[src/rtl/scoreboard_registers.sv]
// Register file with a per-register scoreboard busy bit, NREAD read ports and NWRITE write ports.
// Latency: reads return one clock after the address is sampled; writes, allocs and flushes land at the edge.
// Backpressure: none; every port is accepted every cycle.
//
// Ports: clock/reset (sync, active-high); rd_addr -> rd_data/rd_busy (registered);
//        wr_en/wr_addr/wr_data write-back; alloc_en/alloc_addr marks a destination busy;
//        flush clears all busy bits.
// Optional feature: define SCOREBOARD_REGISTERS_BYPASS_EN to forward same-cycle write data
// and post-update busy state to the read ports.
module scoreboard_registers #(
    parameter  int XLEN   = 32,
    parameter  int NREGS  = 32,
    parameter  int NREAD  = 2,
    parameter  int NWRITE = 2,
    localparam int AW     = $clog2(NREGS)
) (
    input  logic                    clock,
    input  logic                    reset,
    input  logic [NREAD*AW-1:0]     rd_addr,
    output logic [NREAD*XLEN-1:0]   rd_data,
    output logic [NREAD-1:0]        rd_busy,
    input  logic [NWRITE-1:0]       wr_en,
    input  logic [NWRITE*AW-1:0]    wr_addr,
    input  logic [NWRITE*XLEN-1:0]  wr_data,
    input  logic                    alloc_en,
    input  logic [AW-1:0]           alloc_addr,
    input  logic                    flush
);

    logic [XLEN-1:0]       regs_q [NREGS];
    logic [XLEN-1:0]       regs_d [NREGS];
    logic [NREGS-1:0]      busy_q;
    logic [NREGS-1:0]      busy_d;
    logic [NREAD*XLEN-1:0] rd_data_q;
    logic [NREAD*XLEN-1:0] rd_data_d;
    logic [NREAD-1:0]      rd_busy_q;
    logic [NREAD-1:0]      rd_busy_d;

    // Next register/busy state. Later write ports overwrite earlier ones, so the
    // highest-numbered port wins. Alloc is applied after writes so a new producer
    // keeps the register busy; flush overrides alloc but writes still land.
    always_comb begin
        regs_d = regs_q;
        busy_d = busy_q;
        for (int w = 0; w < NWRITE; w++) begin
            if (wr_en[w] && (wr_addr[w*AW +: AW] != '0)) begin
                regs_d[wr_addr[w*AW +: AW]] = wr_data[w*XLEN +: XLEN];
                busy_d[wr_addr[w*AW +: AW]] = 1'b0;
            end
        end
        if (flush) begin
            busy_d = '0;
        end else if (alloc_en && (alloc_addr != '0)) begin
            busy_d[alloc_addr] = 1'b1;
        end
    end

    // Read mux. Index 0 is hard-wired to zero / not busy.
    always_comb begin
        rd_data_d = '0;
        rd_busy_d = '0;
        for (int r = 0; r < NREAD; r++) begin
            if (rd_addr[r*AW +: AW] != '0) begin
`ifdef SCOREBOARD_REGISTERS_BYPASS_EN
                rd_data_d[r*XLEN +: XLEN] = regs_d[rd_addr[r*AW +: AW]];
                rd_busy_d[r]              = busy_d[rd_addr[r*AW +: AW]];
`else
                rd_data_d[r*XLEN +: XLEN] = regs_q[rd_addr[r*AW +: AW]];
                rd_busy_d[r]              = busy_q[rd_addr[r*AW +: AW]];
`endif
            end
        end
    end

    always_ff @(posedge clock) begin
        if (reset) begin
            for (int i = 0; i < NREGS; i++) begin
                regs_q[i] <= '0;
            end
            busy_q    <= '0;
            rd_data_q <= '0;
            rd_busy_q <= '0;
        end else begin
            for (int i = 0; i < NREGS; i++) begin
                regs_q[i] <= regs_d[i];
            end
            busy_q    <= busy_d;
            rd_data_q <= rd_data_d;
            rd_busy_q <= rd_busy_d;
        end
    end

    assign rd_data = rd_data_q;
    assign rd_busy = rd_busy_q;

endmodule

[config.mk]
export PLATFORM = sky130hd
export DESIGN_NAME = scoreboard_registers
export DESIGN_NICKNAME = d
export VERILOG_FILES = /design/src/rtl/scoreboard_registers.sv
export SDC_FILE = /design/constraint.sdc
export NUM_CORES = 2
export LEC_CHECK = 0
export BUFFER_PORTS_ARGS = -buffer_cell sky130_fd_sc_hd__clkbuf_2
export CAP_MARGIN = 15
export CORE_ASPECT_RATIO = 1.5
export CORE_MARGIN = 2
export CORE_UTILIZATION = 55
export CTS_CLUSTER_DIAMETER = 50
export DETAILED_ROUTE_END_ITERATION = 12
export PLACE_DENSITY = 0.75
export SYNTH_ARGS = -nofsm -noshare
export SYNTH_HDL_FRONTEND = slang
export SYNTH_SLANG_ARGS = --single-unit
[constraint.sdc]
create_clock -name clock -period 2.3 [get_ports clock]
set_clock_uncertainty 0.1 [all_clocks]
set_input_delay 0.575 -clock clock [delete_from_list [all_inputs] [get_ports clock]]
set_output_delay 0.575 -clock clock [all_outputs]
set_load 0.05 [all_outputs]
== Word level (Yosys, flattened, before mapping) ==
Index checks and enable logic that the tools add are counted.
Word-level totals
  bits of input ports: 95
  logic and storage cells: 105
  flip-flop bits (word level): 1122
Operators by class
  bitwise gates (word level): 11
  multiplexer cells: 27
  reduce and logical (&&, ||, !) cells: 16
  magnitude comparators: 14
Operators by type and width (count)
  bitwise mux 1024 bit: 2
  two-way mux 1024 bit: 2
  binary-select mux 32 bit (select 5 bit): 2
  demux 32 bit (select 5 bit): 2
  two-way mux 32 bit: 9
  AND 32 bit: 2
  NOT 32 bit: 2
  OR 32 bit: 1
  less-than comparator 5 x 6 -> 1 bit, second input constant: 5
  nonzero test 5 bit: 5
  >= comparator 6 bit, second input constant: 4
  NOT 5 -> 6 bit: 4
  demux 1 bit (select 5 bit): 3
  >= comparator 5 x 1 -> 1 bit, second input constant: 3
  less-than comparator 6 x 1 -> 1 bit, second input constant: 2
  binary-select mux 1 bit (select 5 bit): 2
  logical AND 1 bit: 8
  OR reduction 2 bit: 3
  two-way mux 1 bit: 5
  NOT 1 bit: 2

== Logic depth before layout (Yosys ltp) ==
  word-level depth: 11
  mapped depth: 8

== Least setup slack after synthesis ==
OpenSTA, ideal clock, no wires.
  kind: input port to flip-flop
  start: input port rd_addr[5]
  end: register rd_data_q[47] (netlist: rd_data[47])
  stages: 6
  buffers on the path: 3
  path slack: 76 ps
  arrival time: 1994 ps
  library setup time: 130 ps
  path through: buf_2 buf_2 buf_2 mux4_2 a22oi_1 nand4_1
On the way
  longest elaborated chain between the ends: 4
Ends and longest elaborated chain
  start: declaration: line 19  | input logic [NREAD*AW-1:0] rd_addr,
  NOT 5 -> 6 bit (implied by the code): line 68  | rd_data_d[r*XLEN +: XLEN] = regs_q[rd_addr[r*AW +: AW]];
  binary-select mux 32 bit (select 5 bit): line 68
  two-way mux 32 bit (implied by the code) (2 in series): line 68
  end signal: assignment: line 88  | rd_data_q <= rd_data_d;
  end: declaration: line 34  | logic [NREAD*XLEN-1:0] rd_data_q;
Parallel ways exist; a longest one is shown, timed or not. The select of a mux whose other input is x is not followed.
A chain may end at the register's enable or synchronous reset.

== Final worst setup path ==
  start: register rd_data_q[34] (netlist: rd_data[34])
  end: output port rd_data[34]
RTL lines
  end: declaration: line 20  | output logic [NREAD*XLEN-1:0] rd_data,
No word-level cell between the ends.

==> results.txt <==
----------------------------------------------------
[Floorplan]
  Effective utilization at floorplan ... 0.5537
  Height of the die ... about 420 um
  Die Outline Area ... about 120000 um^2
  X dimension of the die ... roughly 280 um
  Row count ... roughly 150
  Number of I/O pins ... roughly 160
  Placeable core region ... 117300 um^2

[Worst setup path]
  Worst setup path category ... reg2out
  Endpoint of the most critical register-to-register path ... rd_data[60]$_SDFF_PP0_
  Worst Path Required ... roughly 1.6 ns
  Startpoint types ... flip-flop
  Worst R2R Start ... regs_q[668]$_SDFF_PP0_
  Arrival time of the worst setup path ... 1.66 ns
  Worst path depth ... 1
  Worst reg-to-reg setup slack ... 0.29 ns
  CP Max Fanout ... 1
  Worst reg2reg path depth ... 5
  Buffers & Inverters on Critical Path ... 1
  Biggest cell delay along the critical path ... about 0.54 ns
  Critical-path cell with the highest stage delay ... dfxtp_1
  List of cells traversed by the critical path ... buf_2
  Worst setup EP type ... primary output
  Top delay family on crit path ... flip-flops

[Clock tree]
  Post-CTS setup buffer count ... 0
  Clock Tree Buf Depth ... 3
  Htree depth ... 3
  CTS tree ... done
  Clock transition at the registers of the reported paths ... ~0.07 ns
  Total number of clock tree sinks ... roughly 1100
  Root buffer selected by CTS ... clkbuf_16
  Clk Latency, worst-skew pair ... 0.79 ns
  Number of CTS-inserted buffers ... approximately 110

[Layout]
  Layout-stage area growth over the synthesis result ... 16.09%
  Multi-input gate area in the final layout ... approximately 39000 um^2
  Ratio of cells with drive above 1 in the final layout ... 0.1691
  Number of fill cells ... between 9000 and 10000
  Final core utilization ... 0.6429
  Final Net Count ... a little over 7000
  Final instance count without filler cells ... a little under 9000
  Sequential standard cell area ... around 22000 um^2

[Job]
  Count of maximum capacitance violations ... 0

[Power and ir drop]
  Areal power density over the cells ... just over 600 nW/um^2
  Internal power component ... approximately 33 mW
  Logic pwr share ... 0.131
  Clock power frac ... 0.431
  Leakage power ... between 30 and 40 nW
  Sequential cell fraction of total power ... 0.438
  Maximum vdd ir drop ... 667.4 uV
  Net switching power ... roughly 13 mW
  Sw frac ... 0.2847

[Synthesis]
  Most used DFF post-synth ... dfxtp_1
  Number of enable-type register cells in the synthesized netlist ... 0
  Part of the Yosys area used for sequential elements ... 0.3457
  Cell area after synthesis ... 64980 um^2
  Cells after Synth ... 7172
  List of most frequent post-synthesis cells ... mux2i_1, dfxtp_1, nor2_1
  Top-area cell type share of the netlist area ... 0.3457
  Mapped Avg Cell Area ... roughly 9.1 um^2
  Flip-flop and latch count after synthesis ... ~1100
  Most numerous cell in the Yosys netlist ... mux2i_1
  Top post-synthesis cells by area ... dfxtp_1, mux2i_1, a211oi_1, mux4_2, nor2_1
  Warnings from Yosys ... 0
  Count of different cell masters after synthesis ... 51
  Post-synthesis cell type with the largest combined area ... dfxtp_1
  Proportion of register bits with asynchronous set or reset after synthesis ... 0
  Net count after synthesis ... between 7000 and 8000

[Timing]
  Hold violation count in the final report ... 0
  Worst Hold Slack ... 0.05543 ns
  Transition time at the pin with the least slew margin ... between 1 and 1.5 ns
  Minimum period implied by the final worst setup slack ... 2.332 ns
  Relative slew slack ... 0.1236
  Achievable frequency ... about 430 MHz
  Final period utilization ... 1.014
  Total count of max-transition violations in the final report ... 0
  RSZ-0062 raised after global routing ... false
  Count of final setup violators ... 5
  Setup WS post-layout ... -0.03245 ns

[Placement]
  Worst-case setup slack after placement ... -0.1501 ns
  Input/output buffers ... 160
  Post-DP HPWL ... roughly 190000 um
  Inst Count DP ... approximately 8500
  Final Wtd Congestion ... about 1.0

[Global route]
  Global-route wire length before repair ... approximately 430000 um
  Total congestion overflow after global routing ... 0
  Largest net degree at the start of global routing ... around 150
  Overall track demand over capacity in global routing ... 0.4720
  Number of global-route vias before repair ... ~64000
  Antenna violations before repair ... 23

[Routing]
  Per-cell routed wire length ... around 34 um
  DR iter-0 viols ... roughly 11000
  DRC violation count after routing ... 0
  Total number of vias ... between 60000 and 70000
  Remaining antenna violation count ... 0
  Total length of routed wires ... between 200000 and 300000 um
  Number of search-and-repair iterations in the first detailed-routing pass ... 7
  Detailed-route vias per instance ... ~7.5

[Hold path]
  Hold path depth ... 3
  HP Start ... alloc_addr[0]
  Class of the tightest hold or removal check ... in2reg
  Endpoint of the worst hold path ... busy_q[15]$_SDFF_PP0_

[Outcome]
  Result of the run ... finished, violations left
  Violations in the final reports ... negative setup slack

----------------------------------------------------
-- per-layer routing --
metal	vias up	part of all wire	GRT usage
met5	-	0.00053	0
met4	22	0.12	0.4354
met3	2091	0.15	0.1663
met2	5908	0.41	0.6785
met1	31126	0.33	0.5476
li1	26542	-	-
-- state kept, by name, summed over array words and instances (netlist names) --
name     flops
regs_q    1024
rd_busy      2
rd_data     64
busy_q      32
-- cell usage in the layout, fill, tap and decap left out, types with 8 or more instances in the layout --
master,Yosys,layout
mux2i_1,1312,1312
dfxtp_1,1122,1120
nor2_1,1028,1022
a211oi_1,672,672
nand3_1,491,487
nand2_1,435,394
a22oi_1,341,341
a311oi_1,320,320
buf_4,67,281
buf_12,3,258
mux4_2,208,208
clkbuf_2,0,147
clkbuf_16,0,115
a21oi_1,74,74
nand4_1,67,67
nor2b_1,47,36
nand2_4,1,35
a32oi_1,35,35
clkbuf_8,0,29
clkbuf_1,539,21
diode_2,0,19
clkinv_2,0,17
nor2b_4,0,11
nand2_2,3,10
inv_6,0,10
nand3_4,0,9
bufinv_16,0,8
-- cell families (layout without fill, tap and decap cells) --
| logic type | after synthesis | count (layout) | share of synthesized area |
|---|---|---|---|
| mux | 1520 | 1520 | 0.2742 |
| buf+inv | 939 | 915 | 0.06566 |
| flops | 1122 | 1122 | 0.3457 |
| simple gates | 2143 | 2143 | 0.1431 |
| compound gates | 1448 | 1448 | 0.1714 |
| other cells | 0 | 19 | 0 |
-- worst max path at each step --
stage,startpoint,endpoint,slack [ns]
4_1_cts,rd_data[31]$_SDFF_PP0_,rd_data[31],0.0004
6_report,rd_data[34]$_SDFF_PP0_,rd_data[34],-0.03
5_1_grt,rd_data[3]$_SDFF_PP0_,rd_data[3],0.003
3_3_place_gp,rd_addr[5],rd_data[60]$_SDFF_PP0_,-0.13
2_1_floorplan,rd_addr[5],rd_data[47]$_SDFF_PP0_,0.08
3_5_place_dp,rd_addr[5],rd_data[32]$_SDFF_PP0_,-0.15
-- final cells by class --
type | instances | area share
diodes | 19 | 0.0006303
clock buffers | 165 | 0.04448
clock inverters | 48 | 0.007331
inverters | 3 | 0.0001493
multi-input cells | 5111 | 0.5157
flip-flops and latches | 1122 | 0.2978
well taps | 1560 | 0.02587
repair buffers | 699 | 0.1080
-- repair_timing --
| action | in CTS | in global routing |
|---|---|---|
| endpoints found under the setup margin | 1 | 6 |
| pin swaps | 0 | 0 |
| hold buffers | 0 | 0 |
| resized for setup | 1 | 11 |
-- power groups by stage --
stage / sequential, mW / clock [mW] / combinational (mW)
floorplan: 20.7 / 0 / 3.14
global placement: 20.6 / 0 / 5.67
detailed placement: 20.6 / 0 / 5.74
CTS: 20.2 / 19.7 / 5.77
global route: 20.2 / 20.5 / 6.14
finish: 20.2 / 19.9 / 6.05
-- metrics by stage --
stage / power, mW / setup TNS [ns] / area, um^2
CTS: 45.67 / 0 / 75380
finish: 46.13 / -0.06480 / 75440
detailed placement: 26.36 / -6.449 / 71460
global route: 46.88 / 0 / 75390
global placement: 26.27 / -2.192 / 71460
floorplan: 23.86 / 0 / 64980
(Power assumes the default switching activity.)
